<file path="src/rtl/instr_encoder_pkg.sv">
// rtl/instr_encoder_pkg.sv - shared types, opcodes and constants for the instruction encoder
package instr_encoder_pkg;

    typedef enum logic [2:0] {
        FMT_R    = 3'd0,
        FMT_I    = 3'd1,
        FMT_S    = 3'd2,
        FMT_B    = 3'd3,
        FMT_U    = 3'd4,
        FMT_J    = 3'd5,
        FMT_HALT = 3'd6
    } instr_fmt_t;

    typedef enum logic [1:0] {
        ST_IDLE  = 2'd0,
        ST_RUN   = 2'd1,
        ST_WRITE = 2'd2,
        ST_DONE  = 2'd3
    } enc_state_t;

    typedef logic [6:0]  opcode_t;
    typedef logic [4:0]  regbits_t;
    typedef logic [31:0] word_t;

    localparam word_t   HALT_WORD = 32'hFFFF_FFFF;
    localparam opcode_t OP_RTYPE  = 7'h33;
    localparam opcode_t OP_ITYPE  = 7'h13;
    localparam opcode_t OP_LOAD   = 7'h03;
    localparam opcode_t OP_STORE  = 7'h23;
    localparam opcode_t OP_BRANCH = 7'h63;
    localparam opcode_t OP_LUI    = 7'h37;
    localparam opcode_t OP_JAL    = 7'h6F;

    function automatic logic in_range(input logic signed [31:0] v,
                                      input logic signed [31:0] lo,
                                      input logic signed [31:0] hi);
        return (v >= lo) && (v <= hi);
    endfunction

endpackage

</file>
<file path="src/rtl/instr_field_pack.sv">
// rtl/instr_field_pack.sv - combinational RV32I field packer with immediate range check
module instr_field_pack
    import instr_encoder_pkg::*;
(
    input  instr_fmt_t  fmt,
    input  opcode_t     opcode,
    input  logic [2:0]  funct3,
    input  logic [6:0]  funct7,
    input  regbits_t    rs1,
    input  regbits_t    rs2,
    input  regbits_t    rd,
    input  word_t       imm,
    output word_t       word,
    output logic        range_err
);

    always_comb begin
        word      = '0;
        range_err = 1'b0;
        case (fmt)
            FMT_R: begin
                word = {funct7, rs2, rs1, funct3, rd, opcode};
            end
            FMT_I: begin
                word      = {imm[11:0], rs1, funct3, rd, opcode};
                range_err = !in_range(imm, -32'sd2048, 32'sd2047);
            end
            FMT_S: begin
                word      = {imm[11:5], rs2, rs1, funct3, imm[4:0], opcode};
                range_err = !in_range(imm, -32'sd2048, 32'sd2047);
            end
            FMT_B: begin
                word      = {imm[12], imm[10:5], rs2, rs1, funct3, imm[4:1], imm[11], opcode};
                range_err = !in_range(imm, -32'sd4096, 32'sd4094) || imm[0];
            end
            FMT_U: begin
                word      = {imm[31:12], rd, opcode};
                range_err = (imm[11:0] != 12'h000);
            end
            FMT_J: begin
                word      = {imm[20], imm[10:1], imm[11], imm[19:12], rd, opcode};
                range_err = !in_range(imm, -32'sd1048576, 32'sd1048575) || imm[0];
            end
            FMT_HALT: begin
                word = HALT_WORD;
            end
            default: begin
                word = '0;
            end
        endcase
    end

endmodule

</file>
<file path="src/rtl/instr_encoder.sv">
// rtl/instr_encoder.sv - encodes field bundles into RV32I words and writes them to instruction memory
module instr_encoder
    import instr_encoder_pkg::*;
#(
    parameter word_t BASE_ADDR = 32'h0000_0000,
    parameter int    MAX_WORDS = 1024
)(
    input  logic        CLK,
    input  logic        nRST,
    input  logic        start,
    input  logic        req_valid,
    output logic        req_ready,
    input  instr_fmt_t  fmt,
    input  opcode_t     opcode,
    input  logic [2:0]  funct3,
    input  logic [6:0]  funct7,
    input  regbits_t    rs1,
    input  regbits_t    rs2,
    input  regbits_t    rd,
    input  word_t       imm,
    output logic        mem_wen,
    output word_t       mem_addr,
    output word_t       mem_wdata,
    input  logic        mem_wait,
    output logic [10:0] words,
    output logic        done,
    output logic        enc_err
);

    localparam logic [10:0] MAX_W = 11'(MAX_WORDS);

    enc_state_t  state_q, state_d;
    logic        halt_q;
    word_t       pack_word;
    logic        pack_err;
    logic        accept, wr_done, restart, hit_max;
    logic [10:0] words_inc;

    instr_field_pack u_pack (
        .fmt       (fmt),
        .opcode    (opcode),
        .funct3    (funct3),
        .funct7    (funct7),
        .rs1       (rs1),
        .rs2       (rs2),
        .rd        (rd),
        .imm       (imm),
        .word      (pack_word),
        .range_err (pack_err)
    );

    // Strobes decode straight from state so reset drops mem_wen without waiting for a clock.
    assign req_ready = (state_q == ST_RUN);
    assign mem_wen   = (state_q == ST_WRITE);
    assign done      = (state_q == ST_DONE);

    assign accept    = req_ready && req_valid;
    assign wr_done   = mem_wen && !mem_wait;
    assign restart   = start && (state_q == ST_IDLE || state_q == ST_DONE);
    assign words_inc = words + 11'd1;
    assign hit_max   = (words_inc >= MAX_W);

    always_comb begin
        state_d = state_q;
        case (state_q)
            ST_IDLE:  if (start)     state_d = ST_RUN;
            ST_RUN:   if (req_valid) state_d = ST_WRITE;
            ST_WRITE: if (!mem_wait) state_d = (halt_q || hit_max) ? ST_DONE : ST_RUN;
            ST_DONE:  if (start)     state_d = ST_RUN;
            default:                 state_d = ST_IDLE;
        endcase
    end

    always_ff @(posedge CLK or negedge nRST) begin
        if (!nRST) begin
            state_q   <= ST_IDLE;
            halt_q    <= 1'b0;
            mem_addr  <= BASE_ADDR;
            mem_wdata <= '0;
            words     <= '0;
            enc_err   <= 1'b0;
        end else begin
            state_q <= state_d;
            if (restart) begin
                mem_addr <= BASE_ADDR;
                words    <= '0;
                enc_err  <= 1'b0;
            end
            if (accept) begin
                mem_wdata <= pack_word;
                halt_q    <= (fmt == FMT_HALT);
                if (pack_err) enc_err <= 1'b1;
            end
            if (wr_done) begin
                mem_addr <= mem_addr + 32'd4;
                words    <= (words >= MAX_W) ? words : words_inc;
                // Filling the last slot with a real instruction leaves no room for HALT.
                if (hit_max && !halt_q) enc_err <= 1'b1;
            end
        end
    end

endmodule

</file>
<file path="config.mk">
export PLATFORM = sky130hd
export DESIGN_NAME = instr_encoder
export DESIGN_NICKNAME = d
export VERILOG_FILES = /design/src/rtl/instr_encoder_pkg.sv /design/src/rtl/instr_field_pack.sv /design/src/rtl/instr_encoder.sv
export SDC_FILE = /design/constraint.sdc
export NUM_CORES = 1
export LEC_CHECK = 0
export BUFFER_PORTS_ARGS = -buffer_cell sky130_fd_sc_hd__buf_2
export CAP_MARGIN = 20
export CORE_MARGIN = 5
export CORE_UTILIZATION = 45
export DETAILED_ROUTE_END_ITERATION = 8
export HOLD_SLACK_MARGIN = 0.1
export PLACE_DENSITY = 0.83
export SYNTH_ARGS = -nofsm -noshare
export SYNTH_HDL_FRONTEND = slang
export SYNTH_SLANG_ARGS = --single-unit
export TNS_END_PERCENT = 100
</file>
<file path="constraint.sdc">
create_clock -name CLK -period 2.75 [get_ports CLK]
set_input_delay 0.4125 -clock CLK [delete_from_list [all_inputs] [get_ports CLK]]
set_output_delay 0.4125 -clock CLK [all_outputs]
set_load 0.02 [all_outputs]
</file>
==> results.toml <==
[critical_path]
start_kind = "register"
cp_max_fo = 10
cp-end-kind = "register"
critPathArrivalTime_ns = 2.48
cp_data_required_time_ns = 2.96
crit_type = "register to register"

[floorplan]
die_h_um = 108
die_x_um = 108
die_area_sq_mm = 0.0116
fp-row-count = 35
coreArea_sq_mm = 0.00928
ios = 151
start_util = 0.464

[clock_tree]
root_buffer = "clkbuf_8"
clk_latency_ns = 0.34
cts_tree = "done"
postCtsHoldBufs = 0
htree_levels = 3
cts_resized = 0
numCtsBuffers = 9
path_clk_slew_ns = 0.08
cts_sinks = 77
cts_setup_buffers = 0
clock_path_buffers = 2

[timing]
finalCriticalPeriod_ns = 2.27
rsz0062_at_grt = "no"
drv_slew = 0
fin_worst_skew_ns = 0.0121
finalCritPeriodShare = 0.826
fmax_mhz = 440
relSlewSlack = 0.353
final_hold_viol_count = 0
setup_viol_count_final = 0
setup_tns_ns = 0
tightest_slew_ns = 0.970

[logic_synthesis]
ys_async_sr_fraction = 1.00
yosysTopAreaCell = "dfrtp_1"
syn_area_sq_mm = 0.00431
synth_seq_cells = 77
yosys_warnings = 0
synthFlopType = "dfrtp_1"
synth_top_cell_area_share = 0.447
synth_most_common_cell = "dfrtp_1"
seq_area_frac_synth = 0.447
synthCells = 493
synth_edf_count = 0
yosys-top-cells-count = "dfrtp_1, nand2_1, o21ai_0"
synthDistinctLibCells = 53
synth.avg_cell_area_sq_um = 8.75
synthTopCellsByArea = "dfrtp_1, nand2_1, o21ai_0, mux2i_1, a21oi_1"

[global_routing]
antenna_found_initial = 2
overflow = 0
grt_util_all_layers = 0.226
grt_pass1_wl_um = 21200
grt_pass1_vias = 4301
grt_start_max_net_pins = 78

[routing]
first_iter_violations = 237
vias = 4387
wl_per_cell_um = 17.0
avgViaCountPerCell = 5.75
routed_wl_um = 13000
ant_nets = 0
post-route-drc-count = 0
first_pass_iters = 4

[place]
routabilityCongestion = 0.892
port_buffers = 148
hpwlAfterDp_um = 9890
placedCellCount = 747

[final_layout]
drive_gt1_frac = 0.280
fillers = 873
syn2layout_area_growth_pct = 24.5
stdcell_count = 763
nNetsFinal = 707

[pwr]
design_power_total_w = 0.00411
p_leak_nw = 2.67
peakVddDrop_uv = 564
power.density_mw_per_mm2 = 765

[run]
max_cap_violations = 0

[hold_path]
min_path_type = "input port to asynchronous set/reset pin"

[status]
status = "finished, final reports clean"
## layout by cell type, fill, tap and decap left out, types with 4 or more instances in the layout
cell type  synthesis  layout
nor4_1             7       7
o21a_1             5       5
nand3_1           25      25
clkbuf_8           0       9
nor3_1            13      13
and3_1             7       7
nand2_1           69      68
and4_1             5       5
inv_1              8       8
and2_1             5       5
nor3b_1            4       4
a21oi_1           31      31
buf_2              1     147
o211ai_1           8       8
o21ai_0           50      50
a211oi_1           8       8
dfrtp_1           77      77
o31ai_1           15      15
ha_1               6       6
nor2b_1            4       4
a221oi_1           5       5
nor2_1            29      29
nand4_1           20      20
buf_4              4       7
mux2i_1           19      19
## power breakdown
group | switching (W) | internal [W]
clock network | 0.000407 | 0.000596
logic | 0.00102 | 0.000503
registers | 0.000182 | 0.00140
total | 0.00161 | 0.00250
## cells by family (layout without fill, tap and decap cells)
| logic type | after synthesis | count (layout) | share of synthesized area |
|---|---|---|---|
| XOR/XNOR | 1 | 1 | 0.00203 |
| AO/OA/AOI/OAI | 143 | 143 | 0.205 |
| buffers and inverters | 39 | 178 | 0.0377 |
| multiplexers | 22 | 22 | 0.0519 |
| other | 1 | 3 | 0.000870 |
| adder cells (fa/ha/maj) | 6 | 6 | 0.0174 |
| AND/OR/NAND/NOR | 204 | 204 | 0.238 |
| flip-flops | 77 | 77 | 0.447 |
## per-layer routing
| layer | up-vias | track usage | part of all wire |
|---|---|---|---|
| met1 | 2066 | 0.289 | 0.42 |
| met5 | - | 0 | 0.00054 |
| met3 | 25 | 0.0654 | 0.090 |
| li1 | 2093 | - | - |
| met2 | 201 | 0.373 | 0.47 |
| met4 | 2 | 0.0658 | 0.019 |
## worst max-delay path, stage by stage (launching register included)
cell and delay, ns:
dfrtp_1 0.43, inv_1 0.08, ha_1 0.28, nand2b_1 0.26, nor2_2 0.28, nand4_1 0.29
o311ai_0 0.39, o41ai_1 0.14
## registers in the layout, summed over array words and instances, names as in the netlist
name,count
mem_wdata,32
mem_addr,30
words,11
state_q,2
enc_err,1
halt_q,1
## area by class of cell
| cell class | count | area [sq um] | share of cell area |
|---|---|---|---|
| Clock buffer | 10 | 128 | 0.0238 |
| Sequential cell | 77 | 1930 | 0.359 |
| Antenna cell | 1 | 2.50 | 0.000466 |
| Timing Repair Buffer | 154 | 788 | 0.147 |
| Clock inverter | 5 | 100 | 0.0186 |
| Tap cell | 129 | 161 | 0.0301 |
| Inverter | 9 | 33.8 | 0.00629 |
| Multi-Input combinational cell | 378 | 2230 | 0.415 |
## final timing paths
path,slack [ns],depth (start not counted),start,to
setup / recovery,0.48,7,state_q[0],words[9]
hold / removal,0.22,1,nRST,mem_addr[31]
setup reg to reg,0.48,7,state_q[0],words[9]
hold reg to reg,0.47,2,mem_wdata[6],mem_wdata[6]
max in group asynchronous,1.90,1,nRST,state_q[0]
min in group CLK,0.35,3,rd[4],mem_wdata[11]
## through the flow
stage	cell area [sq um]	worst slack, ns	utilization	hold WS (ns)
2_1_floorplan	4320	0.653	-	0.117
5_1_grt	5370	0.236	0.578	0.306
3_5_place_dp	5140	0.537	0.554	0.462
3_3_place_gp	5140	0.672	0.554	0.454
6_report	5370	0.478	0.578	0.215
4_1_cts	5370	0.510	0.578	0.251
No activity file was read; power rests on OpenSTA's default activity.
